$ cat src/rtl/alu_ctrl_pkg.sv
// Shared definitions for the UART-driven ALU command sequencer:
// sequencer state encoding and default datapath widths.
package alu_ctrl_pkg;

    localparam int N_DATA     = 8;
    localparam int N_OPERANDS = 8;
    localparam int N_OP       = 6;
    localparam int TIMEOUT    = 50_000_000;
    localparam int TIMEOUT_W  = $clog2(TIMEOUT);

    typedef enum logic [2:0] {
        GET_A   = 3'd0,
        GET_B   = 3'd1,
        GET_OP  = 3'd2,
        EXEC    = 3'd3,
        SEND    = 3'd4,
        WAIT_TX = 3'd5
    } state_t;

endpackage

$ cat src/rtl/alu_uart_sequencer_timer.sv
// Inter-byte watchdog: counts enabled cycles since the last clear and
// pulses o_expire in the cycle the count sits at TIMEOUT-1.
module rx_timeout_timer #(
    parameter int TIMEOUT = 50_000_000
) (
    input  logic i_clock,
    input  logic i_reset,
    input  logic i_clear,
    input  logic i_enable,
    output logic o_expire
);

    localparam int CNT_W = (TIMEOUT > 1) ? $clog2(TIMEOUT) : 1;

    logic [CNT_W-1:0] r_count;
    logic             w_at_limit;

    assign w_at_limit = (r_count == CNT_W'(TIMEOUT - 1));
    // A clear in the same cycle (accepted byte) suppresses the pulse.
    assign o_expire   = i_enable & ~i_clear & w_at_limit;

    // Idle counter; saturates at the limit so it never wraps back to zero.
    always_ff @(posedge i_clock or posedge i_reset) begin
        if (i_reset) begin
            r_count <= '0;
        end else if (i_clear) begin
            r_count <= '0;
        end else if (i_enable && !w_at_limit) begin
            r_count <= r_count + CNT_W'(1);
        end else begin
            r_count <= r_count;
        end
    end

endmodule

$ cat src/rtl/alu_uart_sequencer.sv
// Collects A, B and opcode bytes from the UART receiver, drives the ALU,
// and hands the captured result back to the UART transmitter.
module alu_uart_sequencer #(
    parameter int N_DATA     = alu_ctrl_pkg::N_DATA,
    parameter int N_OPERANDS = alu_ctrl_pkg::N_OPERANDS,
    parameter int N_OP       = alu_ctrl_pkg::N_OP,
    parameter int TIMEOUT    = alu_ctrl_pkg::TIMEOUT
) (
    input  logic                  i_clock,
    input  logic                  i_reset,
    input  logic [N_DATA-1:0]     i_rx_data,
    input  logic                  i_rx_done,
    input  logic [N_OPERANDS-1:0] i_alu_result,
    input  logic                  i_tx_done,
    output logic [N_OPERANDS-1:0] o_alu_A,
    output logic [N_OPERANDS-1:0] o_alu_B,
    output logic [N_OP-1:0]       o_alu_Op,
    output logic [N_DATA-1:0]     o_tx_data,
    output logic                  o_tx_start,
    output logic                  o_busy,
    output logic                  o_timeout_err,
    output logic                  o_rx_overrun
);

    import alu_ctrl_pkg::*;

    state_t r_state;
    state_t w_next;
    logic   w_collecting;
    logic   w_accept;
    logic   w_drop;
    logic   w_tmr_clear;
    logic   w_tmr_enable;
    logic   w_expire;
    logic   w_timeout_evt;

    logic [N_OPERANDS-1:0] r_alu_A;
    logic [N_OPERANDS-1:0] r_alu_B;
    logic [N_OP-1:0]       r_alu_Op;
    logic [N_DATA-1:0]     r_tx_data;
    logic                  r_tx_start;
    logic                  r_busy;
    logic                  r_timeout_err;
    logic                  r_rx_overrun;

    assign w_collecting = (r_state == GET_A) || (r_state == GET_B) || (r_state == GET_OP);
    assign w_accept     = i_rx_done && w_collecting;
    assign w_drop       = i_rx_done && !w_collecting;
    // Holding the timer clear throughout GET_A covers the "clear on entry" case.
    assign w_tmr_clear  = w_accept || (r_state == GET_A);
    assign w_tmr_enable = (r_state == GET_B) || (r_state == GET_OP);

    rx_timeout_timer #(
        .TIMEOUT (TIMEOUT)
    ) u_timer (
        .i_clock  (i_clock),
        .i_reset  (i_reset),
        .i_clear  (w_tmr_clear),
        .i_enable (w_tmr_enable),
        .o_expire (w_expire)
    );

    // State register.
    always_ff @(posedge i_clock or posedge i_reset) begin
        if (i_reset) begin
            r_state <= GET_A;
        end else begin
            r_state <= w_next;
        end
    end

    // Next-state logic; a byte arriving with the timeout takes priority.
    always_comb begin
        w_next        = r_state;
        w_timeout_evt = 1'b0;
        case (r_state)
            GET_A: begin
                if (i_rx_done) begin
                    w_next = GET_B;
                end else begin
                    w_next = GET_A;
                end
            end
            GET_B, GET_OP: begin
                if (i_rx_done) begin
                    w_next = (r_state == GET_B) ? GET_OP : EXEC;
                end else if (w_expire) begin
                    w_next        = GET_A;
                    w_timeout_evt = 1'b1;
                end else begin
                    w_next = r_state;
                end
            end
            EXEC:    w_next = SEND;
            SEND:    w_next = WAIT_TX;
            WAIT_TX: begin
                if (i_tx_done) begin
                    w_next = GET_A;
                end else begin
                    w_next = WAIT_TX;
                end
            end
            default: w_next = GET_A;
        endcase
    end

    // Operand/opcode/result capture and registered status outputs.
    always_ff @(posedge i_clock or posedge i_reset) begin
        if (i_reset) begin
            r_alu_A       <= '0;
            r_alu_B       <= '0;
            r_alu_Op      <= '0;
            r_tx_data     <= '0;
            r_tx_start    <= 1'b0;
            r_busy        <= 1'b0;
            r_timeout_err <= 1'b0;
            r_rx_overrun  <= 1'b0;
        end else begin
            if (w_accept && (r_state == GET_A)) begin
                r_alu_A <= i_rx_data[N_OPERANDS-1:0];
            end
            if (w_accept && (r_state == GET_B)) begin
                r_alu_B <= i_rx_data[N_OPERANDS-1:0];
            end
            if (w_accept && (r_state == GET_OP)) begin
                r_alu_Op <= i_rx_data[N_OP-1:0];
            end
            if (r_state == EXEC) begin
                r_tx_data <= N_DATA'(i_alu_result);
            end
            if (w_accept && (r_state == GET_A)) begin
                r_rx_overrun <= 1'b0;
            end else if (w_drop) begin
                r_rx_overrun <= 1'b1;
            end
            r_tx_start    <= (w_next == SEND);
            r_busy        <= (w_next != GET_A);
            r_timeout_err <= w_timeout_evt;
        end
    end

    assign o_alu_A       = r_alu_A;
    assign o_alu_B       = r_alu_B;
    assign o_alu_Op      = r_alu_Op;
    assign o_tx_data     = r_tx_data;
    assign o_tx_start    = r_tx_start;
    assign o_busy        = r_busy;
    assign o_timeout_err = r_timeout_err;
    assign o_rx_overrun  = r_rx_overrun;

endmodule

$ cat config.mk
export PLATFORM = sky130hd
export DESIGN_NAME = alu_uart_sequencer
export DESIGN_NICKNAME = d
export VERILOG_FILES = /design/src/rtl/alu_ctrl_pkg.sv /design/src/rtl/alu_uart_sequencer_timer.sv /design/src/rtl/alu_uart_sequencer.sv
export SDC_FILE = /design/constraint.sdc
export NUM_CORES = 1
export LEC_CHECK = 0
export ABC_AREA = 1
export BUFFER_PORTS_ARGS = -buffer_cell sky130_fd_sc_hd__buf_4
export CAP_MARGIN = 30
export CORE_ASPECT_RATIO = 0.9
export CORE_MARGIN = 2
export CORE_UTILIZATION = 55
export DETAILED_ROUTE_END_ITERATION = 6
export PLACE_DENSITY_LB_ADDON = 0.2
export RECOVER_POWER = 100
export SLEW_MARGIN = 20
export SYNTH_ARGS = -nofsm -noshare
export SYNTH_HDL_FRONTEND = slang
export SYNTH_HIERARCHICAL = 1
export SYNTH_SLANG_ARGS = --single-unit
$ cat constraint.sdc
create_clock -name i_clock -period 2.4 [get_ports i_clock]
set_clock_uncertainty 0.2 [all_clocks]
set_input_delay 0.36 -clock i_clock [delete_from_list [all_inputs] [get_ports i_clock]]
set_output_delay 0.36 -clock i_clock [all_outputs]
set_load 0.02 [all_outputs]
==> impl_results.md <==
- DP HPWL: 5270 um
- CP max FO: 24
- ANT cells: 0
- Die height: 78.9 um
- CTS buffer count: 9
- Seq/Total Area, Yosys: 46.0%
- Nets: 528
- Highest Signal Layer: met4
- Area Growth Syn to Fin: 13.8%
- Clk root buf: clkbuf_8
- Fin area: 3900 um^2
- Worst-path clk slew: 0.07 ns
- Detailed Route Iter0 Violations: 201
- Final hold violation count: 0
- Worst hold path class: in -> reg
- Slew of the pin with the lowest slew margin: 0.879 ns
- Pre-antenna DRT Iters: 5
- Net count after synthesis: 466
- Total core area: 6080 um^2
- Num ports: 54
- Normalized max-slew margin: 41.4%
- Hold EP: o_tx_data[3]$_DFFE_PP0P_
- Leak: 1.98 nW
- Post-synthesis cell type count: 32
- Largest net degree at the start of global routing: 38
- Dpl cell area: 3870 um^2
- Setup slack after layout: 0.327 ns
- Final WL: 7450 um
- Initial Utilization: 56.4%
- Reg2reg setup slack: 0.33 ns
- Num Clock Sinks: 63
- Async SR Flop Fraction: 100%
- Residual DRC count: 0
- Synth Register Bits: 63
- Max Cap Viol: 0
- Crit. End Element: flip-flop
- Routability cong.: 0.893
- Commonest cells post-synth: nand2_1, dfrtp_1, inv_1
- Drt via density: 5.13
- FP Rows: 27
- Die ar.: 6880 um^2
- Antenna-violating nets left: 0
- Worst setup SP type: flip-flop
- WL/cell: 12.8 um
- Critical path type: reg -> reg
- Filler instances: 574
- Yosys Warn Count: 6
- Worst EP arrival: 2.16 ns
- Netlist Area Pre-Place: 3430 um^2
- Routed length on met3: 445 um
- Initial antenna violation count: 0
- Layout cell share with drive strength beyond 1: 11.5%
- CTS max path bufs: 2
- Status: finished, final reports clean
- Final setup viols: 0
- Routed length on met2: 3460 um
- Worst slack at placement: 0.362 ns
- Reg-to-Reg Start: u_timer/r_count[1]$_DFFE_PP0P_
- Unrepaired setup endpoints after global routing: no
- Slew Viols, Final: 0
- F_max: 482 MHz
- Total track usage: 23.4%
- Vias: 2998
- Hold Crit Start: i_alu_result[3]
- WHS Path Cells: 3
- IO Port Bufs: 53
- Total gr overflow: 0
- Vias in the first global route: 2765
- Routed metal-1 wirelength: 3450 um
- Skew-Pair Late Insertion Delay: 0.35 ns
- Final worst path period need: 2.07 ns
- Post-synth top flop: dfrtp_1
- First-pass GRT wire length: 12600 um
- Setup_tns: 0 ns
- Most area-consuming cells after synthesis: dfrtp_1, nand2_1, o21ai_2, inv_1, nor2_1
- H-tree depth: 3
- CTS tree: built
- Max VDD drop: 0.939 mV
- Post-synth top area share: 46.0%
- Post-synth EDFFs: 0
- Largest area contributor in the netlist: dfrtp_1
- Post-Syn Area per Cell: 7.70 um^2
- Mapped Cells: 445
- Tcrit/Tclk final: 86.4%
- Reg2Reg Capture Point: u_timer/r_count[25]$_DFFE_PP0P_
- Horiz. Die Dim: 87.2 um
- Worst Path Required: 2.48 ns
- Pwr dens: 1140 nW/um^2
- Count leader, synth: nand2_1
- FF-to-FF path depth: 9
==> area by class of cell <==
cell class	count	area [um^2]	area share, %
Clock buffer	10	138	3.53
Inverter	51	191	4.91
Clock inverter	6	116	2.98
Sequential cell	63	1580	40.4
Multi-Input combinational cell	322	1470	37.6
Timing Repair Buffer	60	323	8.28
Tap cell	72	90.1	2.31
==> per-layer routing <==
layer  vias to the layer above  GRT usage, %
li1                       1516             -
met1                      1369          30.2
met2                       102          38.5
met3                        11          6.24
met4                         0          7.85
met5                         -             0
==> critical path: stages (launching register included) <==
cell and delay, ns:
dfrtp_1 0.37, ha_1 0.19, nand3_1 0.11, nor2_1 0.20, nand2_1 0.13, nor2_1 0.20, nor2_4 0.12, nor2_8 0.31
nand2_1 0.08, nand2_1 0.09
==> placed cells by master, fill, tap and decap left out, types with 10 or more instances in the layout <==
cell / instances
o21ai_0: 22
nor2_1: 47
clkbuf_1: 34
dfrtp_1: 63
nand3_1: 26
nand4_1: 13
buf_4: 21
inv_1: 49
nand2_1: 175
clkbuf_8: 10
==> report_power, final <==
part / switching, W / internal, W / total [W]
sequential: 0.000189 / 0.00136 / 0.00155
clock: 0.000442 / 0.000725 / 0.00117
combinational: 0.00126 / 0.000457 / 0.00172
==> registers in the layout, summed over array words and instances, names as in the netlist <==
| name | cells |
|---|---|
| o_alu_B | 8 |
| o_alu_Op | 6 |
| o_busy | 1 |
| o_alu_A | 8 |
| o_rx_overrun | 1 |
| o_tx_start | 1 |
| o_tx_data | 8 |
| r_state | 3 |
| u_timer/r_count | 26 |
| o_timeout_err | 1 |
==> worst max-delay path by stage <==
stage	start	end
after detailed placement	r_state[1]$_DFF_PP0_	o_busy$_DFF_PP0_
final	u_timer/r_count[1]$_DFFE_PP0P_	u_timer/r_count[25]$_DFFE_PP0P_
after floorplan	r_state[1]$_DFF_PP0_	o_busy$_DFF_PP0_
after global placement	r_state[1]$_DFF_PP0_	o_busy$_DFF_PP0_
after CTS	r_state[1]$_DFF_PP0_	o_busy$_DFF_PP0_
after global routing	u_timer/r_count[1]$_DFFE_PP0P_	u_timer/r_count[25]$_DFFE_PP0P_
==> per-stage QoR <==
stage	hold WS, ns	utilization (%)	std cells	power, W
after floorplan	0.200	-	445	0.00299
after detailed placement	0.262	63.6	566	0.00367
after CTS	0.00105	68.1	584	0.00485
after global placement	0.256	63.6	566	0.00362
after global routing	0.00318	64.1	584	0.00471
final	0.0135	64.1	584	0.00443
==> timing repair <==
action / CTS / global route
endpoints found under the setup margin: 0 / 0
hold buffers: 2 / 0
buffers inserted: 0 / 0
gates resized for setup: 0 / 0
endpoints found under the hold margin: 64 / 0
==> logic make-up after synthesis <==
logic type	synth area share (%)
and+or+nand+nor	36.4
DFF	46.0
buffers and inverters	8.03
AOI/OAI and AO/OA	8.21
xor gates and xnor gates	1.02
adders and majority gates	0.365
(Power assumes the default switching activity.)
